### src/rtl/transpose_collector.sv
// transpose_collector: gathers four 4-element rows into a 4x4 buffer
// (row r lands in column r) and drains the buffer as four result rows,
// so the drained matrix is the transpose of the collected one.
//
// Handshake: a result row transfers on any rising edge where
// OutValid && OutReady. While OutValid is high and OutReady is low,
// OutRow*, OutIndex and OutValid hold stable. Input rows are accepted
// on any rising edge where InReady && InValid; InValid outside COLLECT
// is a protocol error.
//
// DbgState exposes the FSM state: 0=IDLE, 1=COLLECT, 2=DRAIN, 3=FINISH.
module transpose_collector #(
    parameter int DW = 32
) (
    input  logic          Clock,
    input  logic          ClearAll_n,
    input  logic          Start,
    input  logic          InValid,
    input  logic [DW-1:0] InRow1,
    input  logic [DW-1:0] InRow2,
    input  logic [DW-1:0] InRow3,
    input  logic [DW-1:0] InRow4,
    output logic          InReady,
    output logic          OutValid,
    input  logic          OutReady,
    output logic [DW-1:0] OutRow1,
    output logic [DW-1:0] OutRow2,
    output logic [DW-1:0] OutRow3,
    output logic [DW-1:0] OutRow4,
    output logic [1:0]    OutIndex,
    output logic          OutLast,
    output logic          Busy,
    output logic          Done,
    output logic          Error,
    output logic [1:0]    DbgState
);

    typedef enum logic [1:0] {
        S_IDLE    = 2'd0,
        S_COLLECT = 2'd1,
        S_DRAIN   = 2'd2,
        S_FINISH  = 2'd3
    } state_t;

    state_t        state;
    logic [1:0]    row_cnt;
    logic [1:0]    out_cnt;
    logic          err_q;
    logic          in_ready_q;
    logic          out_valid_q;
    logic          busy_q;
    logic          done_q;
    logic [DW-1:0] mat_q [4][4];

    // FSM: state, counters, sticky error and registered status flags
    always_ff @(posedge Clock or negedge ClearAll_n) begin
        if (!ClearAll_n) begin
            state       <= S_IDLE;
            row_cnt     <= 2'd0;
            out_cnt     <= 2'd0;
            err_q       <= 1'b0;
            in_ready_q  <= 1'b0;
            out_valid_q <= 1'b0;
            busy_q      <= 1'b0;
            done_q      <= 1'b0;
        end else begin
            done_q <= 1'b0;
            case (state)
                S_IDLE: begin
                    // Start wins over a simultaneous InValid; that row is dropped
                    if (Start) begin
                        state      <= S_COLLECT;
                        row_cnt    <= 2'd0;
                        out_cnt    <= 2'd0;
                        err_q      <= 1'b0;
                        in_ready_q <= 1'b1;
                        busy_q     <= 1'b1;
                    end else if (InValid) begin
                        err_q <= 1'b1;
                    end
                end
                S_COLLECT: begin
                    if (Start) begin
                        err_q <= 1'b1;
                    end
                    if (InValid) begin
                        row_cnt <= row_cnt + 2'd1;
                        if (row_cnt == 2'd3) begin
                            state       <= S_DRAIN;
                            out_cnt     <= 2'd0;
                            in_ready_q  <= 1'b0;
                            out_valid_q <= 1'b1;
                        end
                    end
                end
                S_DRAIN: begin
                    if (Start || InValid) begin
                        err_q <= 1'b1;
                    end
                    if (OutReady) begin
                        out_cnt <= out_cnt + 2'd1;
                        if (out_cnt == 2'd3) begin
                            state       <= S_FINISH;
                            out_valid_q <= 1'b0;
                            done_q      <= 1'b1;
                        end
                    end
                end
                default: begin
                    // FINISH lasts one cycle, carrying the Done pulse
                    if (Start || InValid) begin
                        err_q <= 1'b1;
                    end
                    state  <= S_IDLE;
                    busy_q <= 1'b0;
                end
            endcase
        end
    end

    // Buffer: incoming row r is written into column r
    always_ff @(posedge Clock or negedge ClearAll_n) begin
        if (!ClearAll_n) begin
            for (int i = 0; i < 4; i++) begin
                for (int j = 0; j < 4; j++) begin
                    mat_q[i][j] <= '0;
                end
            end
        end else if (state == S_COLLECT && InValid) begin
            mat_q[0][row_cnt] <= InRow1;
            mat_q[1][row_cnt] <= InRow2;
            mat_q[2][row_cnt] <= InRow3;
            mat_q[3][row_cnt] <= InRow4;
        end
    end

    // Result row k is buffer row k, i.e. column k of the collected input
    assign OutRow1  = out_valid_q ? mat_q[out_cnt][0] : '0;
    assign OutRow2  = out_valid_q ? mat_q[out_cnt][1] : '0;
    assign OutRow3  = out_valid_q ? mat_q[out_cnt][2] : '0;
    assign OutRow4  = out_valid_q ? mat_q[out_cnt][3] : '0;
    assign OutIndex = out_cnt;
    assign OutLast  = out_valid_q && (out_cnt == 2'd3);
    assign OutValid = out_valid_q;
    assign InReady  = in_ready_q;
    assign Busy     = busy_q;
    assign Done     = done_q;
    assign Error    = err_q;
    assign DbgState = state;

endmodule
### config.mk
export PLATFORM = sky130hd
export DESIGN_NAME = transpose_collector
export DESIGN_NICKNAME = d
export VERILOG_FILES = /design/src/rtl/transpose_collector.sv
export SDC_FILE = /design/constraint.sdc
export NUM_CORES = 1
export LEC_CHECK = 0
export CAP_MARGIN = 20
export CORE_MARGIN = 1.5
export CORE_UTILIZATION = 55
export CTS_BUF_LIST = sky130_fd_sc_hd__clkbuf_16
export CTS_CLUSTER_SIZE = 30
export DETAILED_ROUTE_END_ITERATION = 8
export GPL_ROUTABILITY_DRIVEN = 0
export HOLD_SLACK_MARGIN = 0.15
export PLACE_DENSITY = 0.85
export SYNTH_ARGS = -nofsm -noshare
export SYNTH_HDL_FRONTEND = slang
export SYNTH_SLANG_ARGS = --single-unit
### constraint.sdc
create_clock -name Clock -period 2.2 [get_ports Clock]
set_input_delay 0.44 -clock Clock [delete_from_list [all_inputs] [get_ports Clock]]
set_output_delay 0.44 -clock Clock [all_outputs]
set_load 0.05 [all_outputs]
# --- Word level (Yosys, flattened, before mapping) ---
# Cells that the tools add are included.
totals:
  reg_bits: 523
  in_bits: 133
  out_inout_bits: 138
classes:
  n_addsub: 2
  n_lt_le_gt_ge: 3
  n_eq_ne: 11
  mux: 43
  bitwise: 3
  reduce_logical: 17
op_table:
  columns: ["op", "count"]
  rows:
  - ["$bwmux 128", 4]
  - ["$bmux 128 s2", 1]
  - ["$mux 128", 2]
  - ["$mux 32", 5]
  - ["$demux 32 s2", 1]
  - ["$mux 2", 10]
  - ["$reduce_and 5->1", 3]
  - ["$mux 1", 13]
  - ["$ne 2x2->1 const B", 6]
  - ["$pmux 2 s3", 2]
  - ["$pmux 1 s2", 4]
  - ["$eq 2x2->1 const B", 3]
  - ["$ge 3x3->1 const B", 2]
  - ["$not 2->3", 2]
  - ["$reduce_and 3->1", 2]
  - ["$reduce_bool 3->1", 2]
  - ["$add 2x1->2 const B", 2]
  - ["$pmux 2 s2", 1]
  - ["$reduce_and 4->1", 1]
  - ["$reduce_bool 2->1", 2]
  - ["$logic_and 1x1->1", 3]
  - ["$lt 3x1->1 const B", 1]
  - ["$ne 3x3->1 const B", 1]
  - ["$eq 2x1->1 const B", 1]
  - ["5 further kinds", 5]

# --- Logic depth before layout (Yosys ltp) ---
# Gate-level depths: netlist of the first run.
logic_depth:
  depth_word: 6
  ltp_mapped: 6
  mapped_depth_nobuf: 6

# --- Worst setup path after synthesis of the first run ---
# No wires, ideal clock.
synth_timing:
  kind: "reg-to-output"
  from: "reg out_cnt[0] (netlist: OutIndex[0])"
  to: "out OutRow1[0]"
  t_arrival_ns: 1.995
  t_required_ns: 1.760
  path_slack_ns: -0.235
  stages_incl_launch_ff: 6
  n_path_buf: 3
  path_cell_list: "dfrtp_1 > buf_2 > buf_6 > buf_6 > mux4_2 > and2_1"
synth_between:
  elab_chain_len: 5
synth_rtl:
  columns: ["element", "line_no", "rtl"]
  rows:
  - ["start, declared", "47", "logic [1:0] out_cnt;"]
  - ["start signal, assigned", "101", "out_cnt <= out_cnt + 2'd1;"]
  - ["$not 2->3 (implied by the code)", "138", "assign OutRow1 = out_valid_q ? mat_q[out_cnt][0] : '0;"]
  - ["$bmux 128 s2", "138", null]
  - ["$mux 128 (2 in series)", null, null]
  - ["$mux 32", "138", null]
  - ["end, declared", "26", "output logic [DW-1:0] OutRow1,"]
# No other way between the ends. The select of a mux whose other input is x is not followed.

# --- Worst setup path after layout of the first run ---
layout_timing:
  from: "reg out_cnt[0] (netlist: OutIndex[0])"
  to: "out OutRow3[4]"
layout_between:
  elab_chain_len: 5
layout_rtl:
  columns: ["element", "line_no", "rtl"]
  rows:
  - ["$not 2->3 (implied by the code)", "140", "assign OutRow3 = out_valid_q ? mat_q[out_cnt][2] : '0;"]
  - ["$bmux 128 s2", "140", null]
  - ["$mux 128 (2 in series)", null, null]
  - ["$mux 32", "140", null]
  - ["end, declared", "28", "output logic [DW-1:0] OutRow3,"]
# No other way between the ends. The select of a mux whose other input is x is not followed.

==> results.yml, run 1 <==
timing:
  setup_slack_ns: -0.557
  worst_pin_slew_ns: 0.506
  relSlewSlack: 0.663
  final_hold_viol_count: 0
  period_needed_ns: 2.76
  fmax_ghz: 0.363
  skew_ns: 0.0180
  rsz0062_at_grt: "true"
  finalCritPeriodShare: 1.25
  setup_viol: 129
  drv_slew: 0
  hold_slack_ns: 0.364
global_route:
  grt_pass1_wl_um: 83600
  first_global_vias: 15000
  grt_max_degree: 76
  grt_usage: 0.245
  grt_antenna_before_repair: 2
  grt_overflow: 0
layout:
  design_area_mm2: 0.0297
  layout.nets: 1906
  utilization: 0.706
  syn_to_final_growth_pct: 26.2
  final_common_cell: "dfrtp_1"
  drive_above_1_share: 0.587
  final_cell_mix: "dfrtp_1 (520), mux2_2 (515), clkdlybuf4s50_1 (132), mux4_2 (128), and2_4 (113)"
pwr:
  power_leakage_nw: 13.5
  irDropWorstVdd_uv: 999
  power.density_mw_per_mm2: 1490
  power.total_mw: 44.4
drt:
  finalWirelength_um: 52700
  firstDrtPassIters: 4
  routedWlPerCell_um: 22.5
  antenna_left: 0
  vias: 13600
  post-route-drc-count: 0
  drt_iter0_drc: 656
  via_per_inst: 5.82
clock_tree:
  clockBufferDepth: 3
  clockRootBuffer: "clkbuf_16"
  cts_sinks: 523
  insertion_delay_ns: 0.60
  clk_pin_slew_ns: 0.06
  cts.htree.levels: 2
  cts_buffers: 52
  cts_tree: "built"
synthesis:
  synth-compound-area-share: 0.00383
  synthCells: 1450
  synthSimpleGateAreaFrac: 0.0380
  synth_area_mm2: 0.0235
  synth_top_family_by_area: "multiplexers"
  synth_warnings: 0
  synth-xor-area-share: 0
  syn_area_per_cell_um2: 16.2
  synth_mux_area_frac: 0.371
  synthAdderAreaFrac: 0.00638
  syn_nets: 1595
  ys_seq_elements: 523
  synth-seq-area-share: 0.556
  synth_cell_type_count: 27
setup_path:
  path_cells: "buf_4 -> buf_12 -> mux4_2 -> and2_4 -> buf_4"
  worst_path_max_delay_cell: "mux4_2"
  crit_buf_inv: 3
  endpoint_kind: "output port"
  worstPathArrival_ns: 2.32
  crit_top_cell: "buf_4"
  cpPeakStageDelay_ns: 0.54
  cpLargestDelayFamily: "buffers and inverters"
  startpoint_type: "flop"
  path_class: "flop to output port"
  required_ns: 1.76
  cp_max_fo: 9
floorplanning:
  num_rows: 75
  die_x_um: 210
  die_h_um: 210
  coreArea_mm2: 0.0420
  ios: 271
  dieArea_mm2: 0.0440
  start_util: 0.560
place:
  io_buffers: 270
  dpl_cell_area_mm2: 0.0275
  dpl.hpwl_um: 35900
  dp_slack_ns: 0.0453
hold_path:
  hold_class: "input pin to asynchronous set/reset pin"
job:
  max_cap_viol_count: 0
run_status:
  violations: "setup timing"
  status: "finished, violations left"
[cells by family after synthesis]
family	Yosys count
muxes	647
DFF	523
and+or+nand+nor	146
buffers and inverters	109
AOI/OAI and AO/OA	13
adders and majority gates	12
[synthesized netlist by cell type]
cell,count,area (µm²)
a22o_1,2,17.5
nor2_1,2,7.51
buf_6,11,124
o31ai_1,2,15.0
nor2b_1,2,12.5
a2bb2oi_1,1,8.76
and2_1,129,807
o221ai_1,1,8.76
clkbuf_1,15,56.3
buf_4,1,7.51
mux4_2,128,2880
a211oi_1,1,7.51
nand2_1,2,7.51
mux2_2,515,5800
ha_1,12,150
a21oi_1,2,10.0
o21bai_1,1,7.51
o21ai_0,3,15.0
dfrtp_1,523,13100
nand3_1,5,25.0
nor3_1,2,10.0
buf_2,72,360
buf_1,1,3.75
inv_1,9,33.8
and3_1,1,6.26
nand2b_1,3,18.8
mux2i_1,4,40.0
[per-stage QoR]
stage               instances  setup TNS, ns
CTS                      2333         -65.12
finish                   2339         -62.97
global placement         2233              0
detailed placement       2233              0
floorplan                1450          -1.49
global route             2339         -71.53
[sequential cells by signal, summed over array words and instances (netlist names)]
register	count
mat_q	512
DbgState	2
OutIndex	2
row_cnt	2
Busy	1
Done	1
Error	1
InReady	1
OutValid	1
[area by class of cell]
type,instances,area (µm²)
flip-flops and latches,523,13100
fillers,2662,12400
multi-input cells,818,10200
repair buffers,357,4070
clock buffers,54,1350
well taps,539,674
clock inverters,38,267
inverters,9,33.8
diodes,1,2.50
[report_power, final]
group	switching [mW]	internal (mW)	leakage (nW)
Clock	3.69	4.77	0.822
Combinational	8.97	10.4	6.06
Sequential	2.30	14.2	6.61
Total	15.0	29.4	13.5
[timing repair]
action / in CTS / in global routing
gates cloned: 2 / 3
endpoints found under the hold margin: 61 / 0
endpoints found under the setup margin: 134 / 129
gates resized for setup: 87 / 32
buffers inserted: 5 / 3
hold buffers: 1 / 0
[final timing paths]
| path | from | cells after the start | end | slack [ns] |
|---|---|---|---|---|
| max in group asynchronous | ClearAll_n | 4 | mat_q[339] | 0.97 |
| hold / removal | ClearAll_n | 2 | Done | 0.36 |
| min in group Clock | mat_q[167] | 1 | mat_q[167] | 0.50 |
| hold reg to reg | mat_q[167] | 1 | mat_q[167] | 0.50 |
| setup / recovery | OutIndex[0] | 5 | OutRow3[4] | -0.56 |
| setup reg to reg | DbgState[1] | 5 | mat_q[12] | 0.21 |
[layer usage]
metal	global-route usage	routed length (µm)	vias up	share of wire
li1	-	-	5941	-
met4	0.0767	1390	2	0.026
met3	0.0543	2840	82	0.054
met1	0.320	21700	7270	0.41
met2	0.412	26800	315	0.51
met5	0	13	-	0.00025
Power figures use the tool's default switching activity.
==> inputs of run 2 (changes only) <==
CAP_MARGIN = 30   (was 20)
GPL_TIMING_DRIVEN = 1   (was not set)
==> results of run 2 <==
Same layout as run 1: the final DEF is identical, and so are final timing and power.
==> inputs of run 3 (changes only) <==
CORE_ASPECT_RATIO = 0.7   (was not set)
TNS_END_PERCENT = 10   (was not set)
==> results.yml, run 3 (synthesis gave the netlist of run 1 again) <==
timing:
  drv_slew: 0
  setup_tns_ns: -60.34
  setup_slack_ns: -0.539
  final_hold_viol_count: 0
  finalCritPeriodShare: 1.24
  worst_pin_slew_ns: 0.586
  fmax_ghz: 0.365
  rsz0062_at_grt: "true"
  relSlewSlack: 0.609
  hold_slack_ns: 0.447
  setup_viol: 129
  skew_ns: 0.0211
  period_needed_ns: 2.74
drt:
  firstDrtPassIters: 5
  antenna_left: 0
  vias: 13700
  finalWirelength_um: 54700
  routedWlPerCell_um: 23.3
  post-route-drc-count: 0
  via_per_inst: 5.84
  drt_iter0_drc: 785
layout:
  syn_to_final_growth_pct: 25.9
  instances_no_fill: 2347
  design_area_mm2: 0.0296
  final_cell_mix: "dfrtp_1 (520), mux2_2 (515), clkdlybuf4s50_1 (132), mux4_2 (128), and2_4 (83)"
  final_common_cell: "dfrtp_1"
  layout.nets: 1900
  drive_above_1_share: 0.573
  largest_reg_flops: 512
  max_flop_register: "mat_q"
job:
  max_cap_viol_count: 0
pwr:
  pwr-share-seq: 0.377
  comb_power_share: 0.429
  power.density_mw_per_mm2: 1500
  power_leakage_nw: 13.4
  p_sw_frac: 0.341
  intPower_mw: 29.2
  irDropWorstVdd_uv: 1030
  clkPwrFrac: 0.195
  p_switching_mw: 15.1
  power.total_mw: 44.3
floorplanning:
  die_x_um: 250
  dieArea_mm2: 0.0441
  die_h_um: 176
  coreArea_mm2: 0.0423
  start_util: 0.557
  num_rows: 63
  ios: 271
setup_path:
  cpPeakStageDelay_ns: 0.55
  cp_max_fo: 14
  endpoint_kind: "output port"
  worstPathArrival_ns: 2.30
  path_class: "flop to output port"
  startpoint_type: "flop"
  path_cells: "buf_12 -> buf_16 -> mux4_2 -> and2_4 -> buf_6"
  worst_path_max_delay_cell: "mux4_2"
  required_ns: 1.76
clock_tree:
  cts_tree: "built"
  cts.htree.levels: 2
  cts_sinks: 523
  insertion_delay_ns: 0.59
  clockBufferDepth: 3
  clockRootBuffer: "clkbuf_16"
  clk_pin_slew_ns: 0.07
  cts_buffers: 49
global_route:
  grt_antenna_before_repair: 6
  first_global_vias: 15000
  grt_pass1_wl_um: 87400
  grt_max_degree: 61
  grt_overflow: 0
  grt_usage: 0.254
place:
  dpl.hpwl_um: 37600
  place_inst: 2249
  io_buffers: 270
  dpl_cell_area_mm2: 0.0273
run_status:
  status: "finished, violations left"
  violations: "setup timing"
hold_path:
  hold_class: "input pin to asynchronous set/reset pin"
run 3: cell count changes in the layout (fill, tap and decap cells not counted), sizes merged:
cell    before  now
clkinv      22   20
inv         18   19
buf        216  215
bufinv       3    7
clkbuf      57   50
run 3: power groups by stage:
stage	registers [mW]	logic (mW)	clock network, mW
6_report	16.7	19.0	8.62
5_1_grt	17.2	20.0	9.18
2_1_floorplan	15.9	13.0	0
3_3_place_gp	16.4	17.2	0
3_5_place_dp	16.8	17.7	0
4_1_cts	16.7	18.6	8.79
run 3: cell type report:
type,instances,area [µm²]
Antenna cell,1,2.50
Multi-Input combinational cell,818,10100
Timing Repair Buffer,354,4040
Clock inverter,41,403
Inverter,9,33.8
Sequential cell,523,13100
Clock buffer,49,1230
Fill cell,2671,12600
Tap cell,552,691
run 3: repair_timing:
item,CTS,global route
setup endpoints to repair,134,129
hold buffers,1,0
cloned,0,1
resized for setup,116,69
setup buffers,0,5
endpoints found under the hold margin,41,0
run 3: stage by stage:
| step | utilization | setup slack (ns) |
|---|---|---|
| 2_1_floorplan | - | -0.0850 |
| 3_3_place_gp | 0.647 | 0.0428 |
| 3_5_place_dp | 0.647 | 0.0190 |
| 4_1_cts | 0.694 | -0.597 |
| 5_1_grt | 0.701 | -0.622 |
| 6_report | 0.701 | -0.539 |
run 3: final timing paths:
kind | slack (ns) | from | endpoint | cells after the start
max | -0.54 | OutIndex[0] | OutRow1[17] | 5
max reg2reg | 0.16 | DbgState[1] | mat_q[16] | 5
max in group asynchronous | 0.92 | ClearAll_n | mat_q[229] | 3
min reg2reg | 0.50 | mat_q[0] | mat_q[0] | 1
min in group Clock | 0.50 | mat_q[0] | mat_q[0] | 1
min | 0.45 | ClearAll_n | mat_q[99] | 2
run 3: worst max-delay path, delay by kind of cell (launching register included):
family / cells / cell delay (ns)
and+or+nand+nor: 1 / 0.18
buffers and inverters: 3 / 0.50
muxes: 1 / 0.55
DFF: 1 / 0.46
run 3: metal layers:
| metal | vias to the layer above | track usage | wire (µm) |
|---|---|---|---|
| li1 | 5957 | - | - |
| met1 | 7308 | 0.363 | 24000 |
| met2 | 341 | 0.407 | 26400 |
| met3 | 84 | 0.0503 | 3030 |
| met4 | 10 | 0.0611 | 1160 |
| met5 | - | 0 | 68 |
==> edit 1, RTL diff (config.mk and constraints of run 3) <==
The parameter `DW` goes from 32 to 48.
--- a/src/rtl/transpose_collector.sv
+++ b/src/rtl/transpose_collector.sv
@@ -12,3 +12,3 @@
 module transpose_collector #(
-    parameter int DW = 32
+    parameter int DW = 48
 ) (
Ports: changed (8 resized); port bits go from 271 to 399. No check against the original RTL was run, so the function may have changed too.
==> edit 1 against run 3 <==
The flow still finishes with violations (negative setup slack). Wire length grew 59%. Synthesized area grew 48%. Final area grew 50%. Setup slack lost 0.12 ns. Total power grew 43%. Maximum frequency shrank 4.3%. Cell count grew 49%. Clock power grew 50%. Sequential cell count grew 256. Sequential power grew 46%. Largest power group unchanged.
==> edit 1: results (changes against run 3) <==
Drt
  • Wirelength, routed: 86700 um (was 54700 um)
  • Drt first pass iters: 4 (was 5)
  • Vias per cell: 5.88 (was 5.84)

Cells and area
  • Share of cells above drive strength 1: 60.2% (was 57.3%)
  • Final Net Count: 2819 (was 1900)
  • Max reg flops: 768 (was 512)
  • # fillers: 3837 (was 2671)

Logic synthesis
  • Yosys warns: 0 (unchanged)
  • Post-synth cell types: 25 (was 27)
  • Top cells by area, synth: dfrtp_1 (56%), mux2_2 (25%), mux4_2 (12%) (unchanged)
  • Synth Net Count: 2347 (was 1595)
  • Commonest cells in the netlist: dfrtp_1 (779), mux2_2 (770), and2_1 (193), mux4_2 (192), buf_2 (103) (was dfrtp_1 (523), mux2_2 (515), and2_1 (129), mux4_2 (128), buf_2 (72))
  • Seq/Total Area, Yosys: 55.8% (was 55.6%)

Place
  • Detailed Place HPWL: 57300 um (was 37600 um)
  • IO buf count: 398 (was 270)

Worst setup path
  • Worst Path Arrival: 2.42 ns (was 2.30 ns)
  • CP Max Fanout: 12 (was 14)
  • Worst r2r path cells: 6 (was 5)

Clocking
  • H-tree Lvls: 3 (was 2)
  • Clock latency at the later pin of the worst-skew pair: 0.63 ns (was 0.59 ns)
  • Cts bufs inserted: 75 (was 49)

STA
  • Slew HR: 63.3% (was 60.9%)
  • Final setup violation count: 194 (was 129)
  • Final setup margin: -0.661 ns (was -0.539 ns)

GRT
  • First-pass GRT wire length: 130000 um (was 87400 um)
  • Vias in the first global route: 22400 (was 15000)
  • Gr usage total: 25.8% (was 25.4%)
  • Largest net degree at the start of global routing: 98 (was 61)

Pwr
  • Switching share of power: 33.3% (was 34.1%)
  • Peak VDD IR: 0.000822 V (was 0.00103 V)

Outcome
  • Failing checks: negative setup slack (unchanged)
  • Outcome: complete, but fails checks (unchanged)
## edit 1: changes by cell type after synthesis, sizes merged, moves of 6 or more
cell           run 3  this run
and2             129       193
buf               85       123
clkbuf            15        26
dfrtp            523       779
mux2             515       770
mux4             128       192
o21ai              3         9
## edit 1: power by group through the flow
stage               registers (mW)  logic [mW]  clock network, mW
CTS                           24.1        24.4               13.1
global placement              23.7        22.9                  0
floorplan                     23.0        17.4                  0
global route                  25.0        27.4               13.7
finish                        24.3        26.0               12.9
detailed placement            24.3        23.7                  0
## edit 1: critical path: stages, from the launching register on
cell and delay (ns):
dfrtp_4 0.47, buf_12 0.21, buf_4 0.20, mux4_2 0.51, and2_1 0.21, buf_4 0.20
## edit 1: cell families (layout without fill, tap and decap cells)
logic type | Yosys count | count (layout) | share of synthesized area (%)
mux | 963 | 963 | 37.2
flops | 779 | 779 | 55.8
simple gates | 209 | 209 | 3.71
buf+inv | 155 | 684 | 2.45
compound gates | 20 | 20 | 0.351
fa+ha+maj | 12 | 12 | 0.430
other cells | 0 | 3 | 0
## edit 1: final cells by class
cell class	count	area, um^2	area share [%]
Tap cell	829	1040	2.33
Inverter	6	22.5	0.0507
Clock inverter	57	490	1.10
Sequential cell	779	19500	43.9
Multi-Input combinational cell	1204	15000	33.8
Clock buffer	77	1930	4.34
Antenna cell	3	7.51	0.0169
Timing Repair Buffer	544	6440	14.5
## edit 1: timing repair
item,in CTS,in global routing
resized for setup,104,202
hold endpoints to repair,231,0
hold buffers,1,0
setup endpoints to repair,193,484
cloned,0,10
buffers inserted,3,12
## edit 1: per-stage QoR
stage | hold slack [ns] | cell area (um^2) | utilization (%) | cells | setup TNS [ns]
after global routing | 0.309 | 44400 | 70.5 | 3497 | -125.22
after floorplan | 0.144 | 35100 | - | 2138 | -6.27
after global placement | 0.355 | 40600 | 64.5 | 3336 | -0.826
after CTS | 0.289 | 43400 | 68.9 | 3474 | -126.42
after detailed placement | 0.361 | 40600 | 64.5 | 3336 | -1.37
final | 0.307 | 44400 | 70.5 | 3499 | -110.64
## edit 1: layer usage
| layer | vias to the layer above | wire [um] | GRT usage, % |
|---|---|---|---|
| met2 | 566 | 42100 | 41.3 |
| met5 | - | 40 | 0 |
| met3 | 162 | 5560 | 6.63 |
| met4 | 8 | 2470 | 7.10 |
| li1 | 8842 | - | - |
| met1 | 11000 | 36600 | 35.4 |
## edit 1: path summary, 6_finish.rpt
path / start / end / slack (ns)
hold reg to reg: mat_q[61] / mat_q[61] / 0.50
hold / removal: ClearAll_n / mat_q[329] / 0.31
setup reg to reg: DbgState[1] / mat_q[659] / 0.23
max in group asynchronous: ClearAll_n / mat_q[287] / 0.95
min in group Clock: Start / Error / 0.44
setup / recovery: OutIndex[0] / OutRow1[22] / -0.66
